**src/rtl/decoder_seq_if.sv**
```systemverilog
// decoder_seq_if -- bundle of decode-request and scan-control signals for decoder_seq.
//   Parameter N : binary select width; the decoded output is 2^N bits wide.
//   master : drives en, in_valid, in, scan_start, scan_abort;
//            observes in_ready, out, out_valid, busy, scan_done.
//   slave  : the decoder side (directions reversed).
interface decoder_seq_if #(
  parameter int N = 2
);
  logic               en;
  logic               in_valid;
  logic [N-1:0]       in;
  logic               in_ready;
  logic               scan_start;
  logic               scan_abort;
  logic [(1<<N)-1:0]  out;
  logic               out_valid;
  logic               busy;
  logic               scan_done;

  modport master (
    output en, in_valid, in, scan_start, scan_abort,
    input  in_ready, out, out_valid, busy, scan_done
  );

  modport slave (
    input  en, in_valid, in, scan_start, scan_abort,
    output in_ready, out, out_valid, busy, scan_done
  );
endinterface

```
**src/rtl/decoder_seq.sv**
```systemverilog
// decoder_seq -- registered N-to-2^N one-hot decoder with a walking-one scan mode.
//   Parameters : N (select width, default 2), DWELL (cycles each scan code is held, 1..255).
//   clk        : single clock, rising edge.
//   rst_n      : asynchronous active-low reset.
//   bus        : decoder_seq_if.slave
//                  en/in_valid/in -> decode request, in_ready accepts it (IDLE only)
//                  out/out_valid  -> registered decode result, one-cycle valid pulse
//                  scan_start/scan_abort -> control of the walking-one scan
//                  busy           -> high while scanning
//                  scan_done      -> one-cycle pulse on natural scan completion
module decoder_seq #(
  parameter int N     = 2,
  parameter int DWELL = 4
) (
  input  logic           clk,
  input  logic           rst_n,
  decoder_seq_if.slave   bus
);

  localparam int W  = 1 << N;
  localparam int DW = $clog2(DWELL + 1);

  localparam logic [N-1:0]  IDX_LAST   = {N{1'b1}};
  localparam logic [DW-1:0] DWELL_LAST = DW'(DWELL - 1);

  typedef enum logic {
    IDLE,
    SCAN
  } state_t;

  state_t         state_reg, state_next;
  logic [N-1:0]   idx_reg, idx_next;
  logic [DW-1:0]  dwell_reg, dwell_next;
  logic [W-1:0]   out_reg, out_next;
  logic           out_valid_reg, out_valid_next;
  logic           scan_done_reg, scan_done_next;

  always_ff @(posedge clk or negedge rst_n) begin
    if (!rst_n) begin
      state_reg     <= IDLE;
      idx_reg       <= '0;
      dwell_reg     <= '0;
      out_reg       <= '0;
      out_valid_reg <= 1'b0;
      scan_done_reg <= 1'b0;
    end else begin
      state_reg     <= state_next;
      idx_reg       <= idx_next;
      dwell_reg     <= dwell_next;
      out_reg       <= out_next;
      out_valid_reg <= out_valid_next;
      scan_done_reg <= scan_done_next;
    end
  end

  always_comb begin
    state_next     = state_reg;
    idx_next       = idx_reg;
    dwell_next     = dwell_reg;
    out_next       = out_reg;
    out_valid_next = 1'b0;
    scan_done_next = 1'b0;

    unique case (state_reg)
      IDLE: begin
        // scan_start outranks a simultaneous request; the request is dropped.
        if (bus.scan_start) begin
          state_next = SCAN;
          idx_next   = '0;
          dwell_next = '0;
          out_next   = W'(1);
        end else if (bus.in_valid) begin
          out_next       = bus.en ? (W'(1) << bus.in) : '0;
          out_valid_next = 1'b1;
        end
      end

      SCAN: begin
        // Abort is checked first so it also wins over the final dwell cycle.
        if (bus.scan_abort) begin
          state_next = IDLE;
          idx_next   = '0;
          dwell_next = '0;
          out_next   = '0;
        end else if (dwell_reg == DWELL_LAST) begin
          dwell_next = '0;
          if (idx_reg == IDX_LAST) begin
            state_next     = IDLE;
            idx_next       = '0;
            out_next       = '0;
            scan_done_next = 1'b1;
          end else begin
            idx_next = idx_reg + N'(1);
            out_next = W'(1) << (idx_reg + N'(1));
          end
        end else begin
          dwell_next = dwell_reg + DW'(1);
        end
      end

      default: begin
        state_next = IDLE;
      end
    endcase
  end

  assign bus.in_ready  = (state_reg == IDLE);
  assign bus.busy      = (state_reg == SCAN);
  assign bus.out       = out_reg;
  assign bus.out_valid = out_valid_reg;
  assign bus.scan_done = scan_done_reg;

endmodule
```
**src/flat_wrapper.sv**
```systemverilog
// flat-port wrapper written by rule: the top's interface ports become plain ports
module decoder_seq_flat 
#(
  parameter int N     = 2,
  parameter int DWELL = 4
)
  (clk, rst_n, bus_en, bus_in_valid, bus_in, bus_scan_start, bus_scan_abort, bus_in_ready, bus_out, bus_out_valid, bus_busy, bus_scan_done);
  decoder_seq_if #(.N(N)) bus_i ();
  input  logic clk;
  input  logic rst_n;
  input wire logic [$bits(bus_i.en)-1:0] bus_en;
  input wire logic [$bits(bus_i.in_valid)-1:0] bus_in_valid;
  input wire logic [$bits(bus_i.in)-1:0] bus_in;
  input wire logic [$bits(bus_i.scan_start)-1:0] bus_scan_start;
  input wire logic [$bits(bus_i.scan_abort)-1:0] bus_scan_abort;
  output wire logic [$bits(bus_i.in_ready)-1:0] bus_in_ready;
  output wire logic [$bits(bus_i.out)-1:0] bus_out;
  output wire logic [$bits(bus_i.out_valid)-1:0] bus_out_valid;
  output wire logic [$bits(bus_i.busy)-1:0] bus_busy;
  output wire logic [$bits(bus_i.scan_done)-1:0] bus_scan_done;
  assign bus_i.en = bus_en;
  assign bus_i.in_valid = bus_in_valid;
  assign bus_i.in = bus_in;
  assign bus_i.scan_start = bus_scan_start;
  assign bus_i.scan_abort = bus_scan_abort;
  assign bus_in_ready = bus_i.in_ready;
  assign bus_out = bus_i.out;
  assign bus_out_valid = bus_i.out_valid;
  assign bus_busy = bus_i.busy;
  assign bus_scan_done = bus_i.scan_done;
  decoder_seq #(.N(N), .DWELL(DWELL)) u_core (.clk(clk), .rst_n(rst_n), .bus(bus_i));
endmodule
```
**config.mk**
```make
export PLATFORM = sky130hd
export DESIGN_NAME = decoder_seq_flat
export DESIGN_NICKNAME = d
export VERILOG_FILES = /design/src/rtl/decoder_seq_if.sv /design/src/rtl/decoder_seq.sv /design/src/flat_wrapper.sv
export SDC_FILE = /design/constraint.sdc
export NUM_CORES = 1
export LEC_CHECK = 0
export ABC_AREA = 1
export CAP_MARGIN = 20
export CORE_MARGIN = 5
export CORE_UTILIZATION = 50
export CTS_BUF_LIST = sky130_fd_sc_hd__clkbuf_16
export CTS_CLUSTER_SIZE = 30
export DETAILED_ROUTE_END_ITERATION = 8
export PLACE_DENSITY = 0.84
export SLEW_MARGIN = 20
export SYNTH_ARGS = -nofsm -noshare
export SYNTH_HDL_FRONTEND = slang
export SYNTH_SLANG_ARGS = --single-unit
export TNS_END_PERCENT = 5
```
**constraint.sdc**
```tcl
create_clock -name clk -period 1.9 [get_ports clk]
set_clock_uncertainty 0.05 [all_clocks]
set_input_delay 0.38 -clock clk [delete_from_list [all_inputs] [get_ports clk]]
set_output_delay 0.38 -clock clk [all_outputs]
set_load 0.02 [all_outputs]
```
* Word-level counts from Yosys, hierarchy flattened *
Index checks and enable logic that the tools add are counted.

storage, ports and cells
  logic and storage cells = 46
  bits of input ports = 8
  output and inout bits = 8
  register bits after elaboration = 12

operators by class
  mux-type cells = 28
  shifts and indexed selects = 2
  bitwise gates (word level) = 1
  eq/ne operators = 5
  reduce and logical (&&, ||, !) cells = 2
  add/sub/neg operators = 2

operators with widths
  cell                   number
  $mux W4                6
  $mux W1                11
  $mux W3                3
  $mux W2                4
  $pmux W4 S2            1
  $shl A1 B2 Y4 const A  2
  $ne A3 B3 Y1 const B   2
  $pmux W3 S2            1
  $pmux W2 S2            1
  $reduce_and A2 Y1      2
  $add A3 B1 Y3 const B  1
  $eq A3 B2 Y1 const B   1
  $add A2 B1 Y2 const B  1
  $eq A2 B2 Y1 const B   1
  $ne A2 B2 Y1 const B   1
  $pmux W1 S2            1
  $not A1 Y1             1

* Depth between registers and ports, before layout *
Gate-level depths: netlist of run 1.

  word-level depth = 6
  gate-level depth with buffers = 8
  gate-level depth less buffers = 8

* Worst setup path before layout of run 1 *
OpenSTA, ideal clock, no wires.

  path kind = register to register
  from = register u_core.state_reg, in the netlist u_core.bus.busy
  to = register u_core.out_reg[0], in the netlist u_core.bus.out[0]
  data required time = 1,734 ps
  path slack = 597 ps
  stages on the path, launching flop included = 8
  buffers on the path = 0
  clock period less this slack = 1,303 ps
  arrival time = 1,137 ps
  setup time = 116 ps
  path through = dfrtp_1 -> inv_2 -> nor2_8 -> nand2_4 -> nand2_2 -> nand2_2 -> nand2_1 -> nand2_1

on the way
  word-level cells in the longest chain between the ends = 3
  elaborated cells between the ends (all ways) = 5
  those cells by class = 2 x eq/ne; 1 x mux; 1 x bitwise; 1 x reduce/logical

RTL lines
  what                         RTL line            text
  from (decl)                  decoder_seq.sv:31   state_t state_reg, state_next;
  from (signal assigned)       decoder_seq.sv:47   state_reg <= state_next;
  $not A1 Y1 (*)               --
  via bus_in_ready             flat_wrapper.sv:16  output wire logic [$bits(bus_i.in_ready)-1:0] bus_in_ready;
  $ne A3 B3 Y1 (no line)       --
  $reduce_and A2 Y1 (no line)  --
  to (signal assigned)         decoder_seq.sv:50   out_reg <= out_next;
  to (decl)                    decoder_seq.sv:34   logic [W-1:0] out_reg, out_next;

The timed path passes the listed nets; every way through them passes the cells marked *.
A chain may end at the register's enable or synchronous reset.

* Worst setup path after layout of run 1 *
  from = register u_core.state_reg, in the netlist u_core.bus.busy
  to = output port bus_busy

RTL lines
  what       RTL line            text
  to (decl)  flat_wrapper.sv:19  output wire logic [$bits(bus_i.busy)-1:0] bus_busy;

No word-level cell between the ends.

==> results of run 1 <==
[metrics by stage]
stage               instances  power, mW  hold WS [ps]   util  cell area, µm²
CTS                       117      0.864           428  0.719             936
finish                    117      0.861           425  0.721             938
detailed placement        113      0.472           420  0.659             857
floorplan                  83      0.393          34.4      -             688
global placement          113      0.468           416  0.659             857
global route              117      0.897           462  0.721             938
[worst reg2reg max path: stages, from the launching register on]
cell	delay (ps)
dfrtp_1	400
ha_1	220
nand2_1	190
nand2_4	100
nand2_2	90
nand2_2	70
nand2_1	70
nand2_1	60
[Yosys cell counts, drive strengths merged]
cell    n  area [µm²]
nand2  32         135
inv    14        52.6
dfrtp  12         300
ha      6        75.1
o21ai   6        41.3
nand3   4        20.0
nor2    4        33.8
nand4   3        18.8
a21oi   1        5.00
nor4    1        6.26
[metal layers]
metal	part of all wire	track usage
met5	0	0
met4	0.032	0.116
met3	0.055	0.0345
met1	0.41	0.171
met2	0.50	0.282
[cell type report]
type	count	area share
Multi-Input combinational cell	57	0.357
Sequential cell	12	0.320
Timing Repair Buffer	15	0.163
Clock buffer	3	0.0800
Inverter	14	0.0560
Tap cell	15	0.0200
Clock inverter	1	0.00400
[what timing repair did]
action                     in CTS  in global routing
gates resized for setup         0                  1
setup endpoints to repair       0                  1
hold buffers                    0                  0
[worst max-delay path by stage]
stage          cells past startpoint                            end                 startpoint
6_report                           1                       bus_busy  u_core.bus.busy$_DFF_PN0_
5_1_grt                            1                       bus_busy  u_core.bus.busy$_DFF_PN0_
4_1_cts                            2                   bus_in_ready  u_core.bus.busy$_DFF_PN0_
3_5_place_dp                       7  u_core.bus.out[3]$_DFFE_PN0P_             bus_scan_abort
3_3_place_gp                       2                   bus_in_ready  u_core.bus.busy$_DFF_PN0_
2_1_floorplan                      7  u_core.bus.out[0]$_DFFE_PN0P_  u_core.bus.busy$_DFF_PN0_
[power by group through the flow]
| stage | logic (mW) | clock network (mW) | registers (mW) |
|---|---|---|---|
| floorplan | 0.0766 | 0 | 0.316 |
| global placement | 0.170 | 0 | 0.299 |
| detailed placement | 0.173 | 0 | 0.300 |
| CTS | 0.178 | 0.389 | 0.297 |
| global route | 0.194 | 0.402 | 0.301 |
| finish | 0.177 | 0.386 | 0.297 |
[kinds of logic (layout without fill, tap and decap cells)]
group / Yosys count / in the layout / synth area share
buffers and inverters: 14 / 33 / 0.0764
and+or+nand+nor: 44 / 44 / 0.311
DFF: 12 / 12 / 0.436
AOI/OAI and AO/OA: 7 / 7 / 0.0673
adders and majority gates: 6 / 6 / 0.109
==> impl_results.md, run 1 <==
- Initial antenna violation count: 0
- Avg WL per Cell: 12.8 µm
- # DRC: 0
- Hold Path Cell Cnt: 2
- Ant diodes: 0
- Total negative setup slack: 0 ps
- Critical Path AT: 1320 ps
- Startpoint Class: register
- Max Slew Vio Count: 0
- Vias: just under 600
- Final Setup Violations: 0
- Gate power share: 0.206
- Overall die width: about 47 µm
- Reg-to-reg slack, setup: around 550 ps
- Worst r2r path cells: 7
- Final ANT Viol Nets: 0
- Worst path cell trace: clkdlybuf4s50_1
- Max Cap Violations: 0
- TritonCTS Sinks: 12
- Status: finished, final reports clean
- Max-slew headroom: 0.643
- Post-DP HPWL: 1.07 mm
- Buffers on Ports: 15
- Share of cells above drive strength 1: 0.137
- Worst-path clk slew: 40 ps
- Switching pwr: between 0.2 and 0.25 mW
- Starting DRC count in detailed routing: 10
- Final WL: around 1.5 mm
- Gate Count Post-Synth: between 80 and 90
- Grt ovf: 0
- CTS tree: done
- Vias in the first global route: between 600 and 700
- Peak VDD IR: approximately 0.55 mV
- Placement Setup Slack: around 250 ps
- Pint: ~0.63 mW
- Hold wc startpoint: u_core.bus.out[1]$_DFFE_PN0P_
- Final hold violations: 0
- Max incr delay on CP: between 600 and 700 ps
- Num CTS Buffers: 3
- Sequential area share after synthesis: 0.436
- Via density: slightly above 5
- DRT Pass-1 Iters: 4
- Core area: ~1300 µm²
- Fillers: between 90 and 100
- Die area: 2220 µm²
- Fin nets: roughly 120
- Cell family with most CP delay: buffers and inverters
- Area Overhead vs Synth: 36.4%
- I/O Pins: 16
- Syn_nets: 97
- YS warnings: 0
- Initial core utilization: 0.529
- F_max: 0.571 GHz
- Critical-path maximum fanout: 6
- R2r startpoint: u_core.dwell_reg[0]$_DFFE_PN0P_
- Sequential Power Share: 0.345
- Synth Area per Inst: slightly above 8 µm²
- Hold Path End: u_core.bus.out[1]$_DFFE_PN0P_
- Tot GR Track Use: 0.162
- Final Wtd Congestion: ~0.83
- Cell variety after synth: 16
- Pin count of the biggest net entering global routing: 13
- Most frequent cells in the layout: 28 x nand2_1, 14 x clkdlybuf4s50_1, 12 x inv_1, 12 x dfrtp_1, 6 x ha_1
- Commonest non-fill, non-tap cell in the layout: nand2_1
- Power per cell area: roughly 920 nW/µm²
- Tightest Pin Transition: between 500 and 600 ps
- Post-CTS setup buffers: 0
- Clock power frac: 0.449
- RR Endpoint: u_core.bus.out[0]$_DFFE_PN0P_
- Max reg flops: 4
- Clock latency on the worst-skew pair: around 240 ps
- RSZ-0062 raised after global routing: false
- CP bufs+invs: 1
- Mapped Area: 688 µm²
- Num rows: 13
- Worst Hold Class: reg2reg
- Root Driver: clkbuf_16
- First-pass GRT wire length: between 2 and 2.5 mm
- FF+latch area: 300 µm²
- H-tree depth: 1
- Maximum root-to-sink buffer count: 2
- CP Data Required Time: around 1500 ps
- CP max stage cell: clkdlybuf4s50_1
- #FFs+latches synth: 12
- Sw Share: 0.272
- Setup CP Type: reg2out
- Tmin final: 1750 ps
- Area of the multi-input gates: ~340 µm²
- Final worst slack: 149 ps
- Tcrit/Tclk final: 0.922
- Leakage: between 0.4 and 0.5 nW
- Critical path endpoint category: output pin
- DIE HEIGHT: 47.1 µm
No activity file was read; power rests on OpenSTA's default activity.
==> inputs of run 2 (changes only) <==
--- a/config.mk
+++ b/config.mk
@@ -7,7 +7,6 @@
 export LEC_CHECK = 0
 export ABC_AREA = 1
 export CAP_MARGIN = 20
-export CORE_MARGIN = 5
 export CORE_UTILIZATION = 50
 export CTS_BUF_LIST = sky130_fd_sc_hd__clkbuf_16
 export CTS_CLUSTER_SIZE = 30
==> impl_results.md, run 2 (synthesis results as in run 1) <==
- Status: finished with violations (was finished, final reports clean)
- Failing checks: design-rule violations
- Post-Place Cells: 113 (unchanged)
- Tightest Pin Transition: 549 ps (was 534 ps)
- CP Data Required Time: 1470 ps (about the same)
- TritonCTS Sinks: 12 (unchanged)
- Post-CTS setup buffers: 0 (unchanged)
- Most frequent cells in the layout: 28 x nand2_1, 14 x clkdlybuf4s50_1, 12 x inv_1, 12 x dfrtp_1, 6 x ha_1 (unchanged)
- Clock latency on the worst-skew pair: 240 ps (about the same)
- Ant diodes: 0 (unchanged)
- First-pass GRT wire length: 2.34 mm (was 2.40 mm)
- Max reg flops: 4 (unchanged)
- Via density: 4.97 (was 5.08)
- Worst r2r path cells: 7 (unchanged)
- Final ANT Viol Nets: 0 (unchanged)
- Overall die width: 39.1 µm (was 47.1 µm)
- Num CTS Buffers: 3 (unchanged)
- Final Setup Violations: 0 (unchanged)
- Setup CP Type: reg2out (unchanged)
- Tot GR Track Use: 0.235 (was 0.162)
- Worst path cell trace: clkdlybuf4s50_1 (unchanged)
- Vias in the first global route: 568 (was 607)
- Pin count of the biggest net entering global routing: 13 (unchanged)
- Final Wtd Congestion: 0.772 (was 0.831)
- Buffers on Ports: 15 (unchanged)
- RSZ-0062 raised after global routing: false (unchanged)
- Placed standard-cell area: 857 µm² (unchanged)
- Tmin final: 1740 ps (was 1750 ps)
- Die area: 1530 µm² (was 2220 µm²)
- Share of cells above drive strength 1: 0.137 (unchanged)
- CP max stage cell: clkdlybuf4s50_1 (unchanged)
- Hold Path Cell Cnt: 2 (unchanged)
- Leakage: 0.497 nW (unchanged)
- Root Driver: clkbuf_16 (unchanged)
- Avg WL per Cell: 11.9 µm (was 12.8 µm)
- Core area: 1280 µm² (was 1300 µm²)
- Layout Utilization: 0.730 (was 0.721)
- I/O Pins: 16 (unchanged)
- Tcrit/Tclk final: 0.914 (was 0.922)
- Initial antenna violation count: 0 (unchanged)
- Total negative setup slack: 0 ps (unchanged)
- Critical-path maximum fanout: 6 (unchanged)
- Max Slew Vio Count: 0 (unchanged)
- Worst-path clk slew: 40 ps (about the same)
- DIE HEIGHT: 39.1 µm (was 47.1 µm)
- Fin nets: 117 (unchanged)
- Critical Path AT: 1310 ps (was 1320 ps)
- Worst Hold Class: reg2reg (unchanged)
- CP bufs+invs: 1 (unchanged)
- CTS tree: done (unchanged)
- F_max: 0.576 GHz (was 0.571 GHz)
- Starting DRC count in detailed routing: 7 (was 10)
- Hold_buf cts: 0 (unchanged)
- Vias: 582 (was 594)
- DRT Pass-1 Iters: 8 (was 4)
- Grt ovf: 0 (unchanged)
- Final WL: 1.39 mm (was 1.50 mm)
- Final instance area: 938 µm² (unchanged)
- Max-slew headroom: 0.633 (was 0.643)
- Cell family with most CP delay: buffers and inverters (unchanged)
- Startpoint Class: register (unchanged)
- # DRC: 1 (was 0)
- Post-DP HPWL: 1.02 mm (was 1.07 mm)
- Area Overhead vs Synth: 36.4% (unchanged)
- Fin cells: 117 (unchanged)
- Power per cell area: 909 nW/µm² (was 918 nW/µm²)
- Final hold violations: 0 (unchanged)
- Critical path depth: 1 (unchanged)
- Critical path endpoint category: output pin (unchanged)
- Peak VDD IR: 0.570 mV (was 0.549 mV)
- Maximum root-to-sink buffer count: 2 (unchanged)
- H-tree depth: 1 (unchanged)
- Max Cap Violations: 0 (unchanged)
- Commonest non-fill, non-tap cell in the layout: nand2_1 (unchanged)
- Max incr delay on CP: 640 ps (about the same)
- Num rows: 13 (unchanged)
- Initial core utilization: 0.536 (was 0.529)
-- run 2: metal layers --
layer  vias up  share of wire  track usage
met2        16           0.50        0.392
met3         3          0.032       0.0520
met1       266           0.45        0.286
met4         0          0.018        0.103
met5         -              0            0
li1        297              -            -
-- run 2: timing repair --
item	in CTS	in global routing
gates resized for setup	0	1
hold endpoints to repair	0	0
setup endpoints to repair	0	1
-- run 2: worst paths after layout --
kind	from	end	slack (ps)
max	u_core.bus.busy$_DFF_PN0_	bus_busy	160
max in group asynchronous	rst_n	u_core.idx_reg[0]$_DFFE_PN0P_	990
min reg2reg	u_core.bus.out[1]$_DFFE_PN0P_	u_core.bus.out[1]$_DFFE_PN0P_	430
max reg2reg	u_core.dwell_reg[0]$_DFFE_PN0P_	u_core.bus.out[2]$_DFFE_PN0P_	580
min	u_core.bus.out[1]$_DFFE_PN0P_	u_core.bus.out[1]$_DFFE_PN0P_	430
min in group asynchronous	rst_n	u_core.dwell_reg[1]$_DFFE_PN0P_	450
-- run 2: worst reg2reg max path, cell delays in order, from the launching register on --
cell and delay (ps):
dfrtp_1 390, ha_1 220, nand2_1 180, nand2_4 100, nand2_2 80, nand2_2 70
nand2_1 70, nand2_1 50
-- run 2: layout make-up --
cell class	instances	area, µm²
Inverter	14	52.6
Clock buffer	3	75.1
Tap cell	15	18.8
Sequential cell	12	300
Clock inverter	1	3.75
Fill cell	91	347
Timing Repair Buffer	15	153
Multi-Input combinational cell	57	335
-- run 2: power breakdown --
group	switching (mW)	internal, mW	total [mW]
sequential	0.0169	0.279	0.296
clock	0.107	0.277	0.384
combinational	0.102	0.0713	0.174
total	0.226	0.627	0.853
-- run 2: through the flow --
stage          power, mW  worst slack [ps]  hold slack (ps)
3_3_place_gp       0.467               285              413
5_1_grt            0.896              99.9              455
2_1_floorplan      0.393               597             34.4
6_report           0.853               163              427
3_5_place_dp       0.470               265              418
4_1_cts            0.858              27.0              430
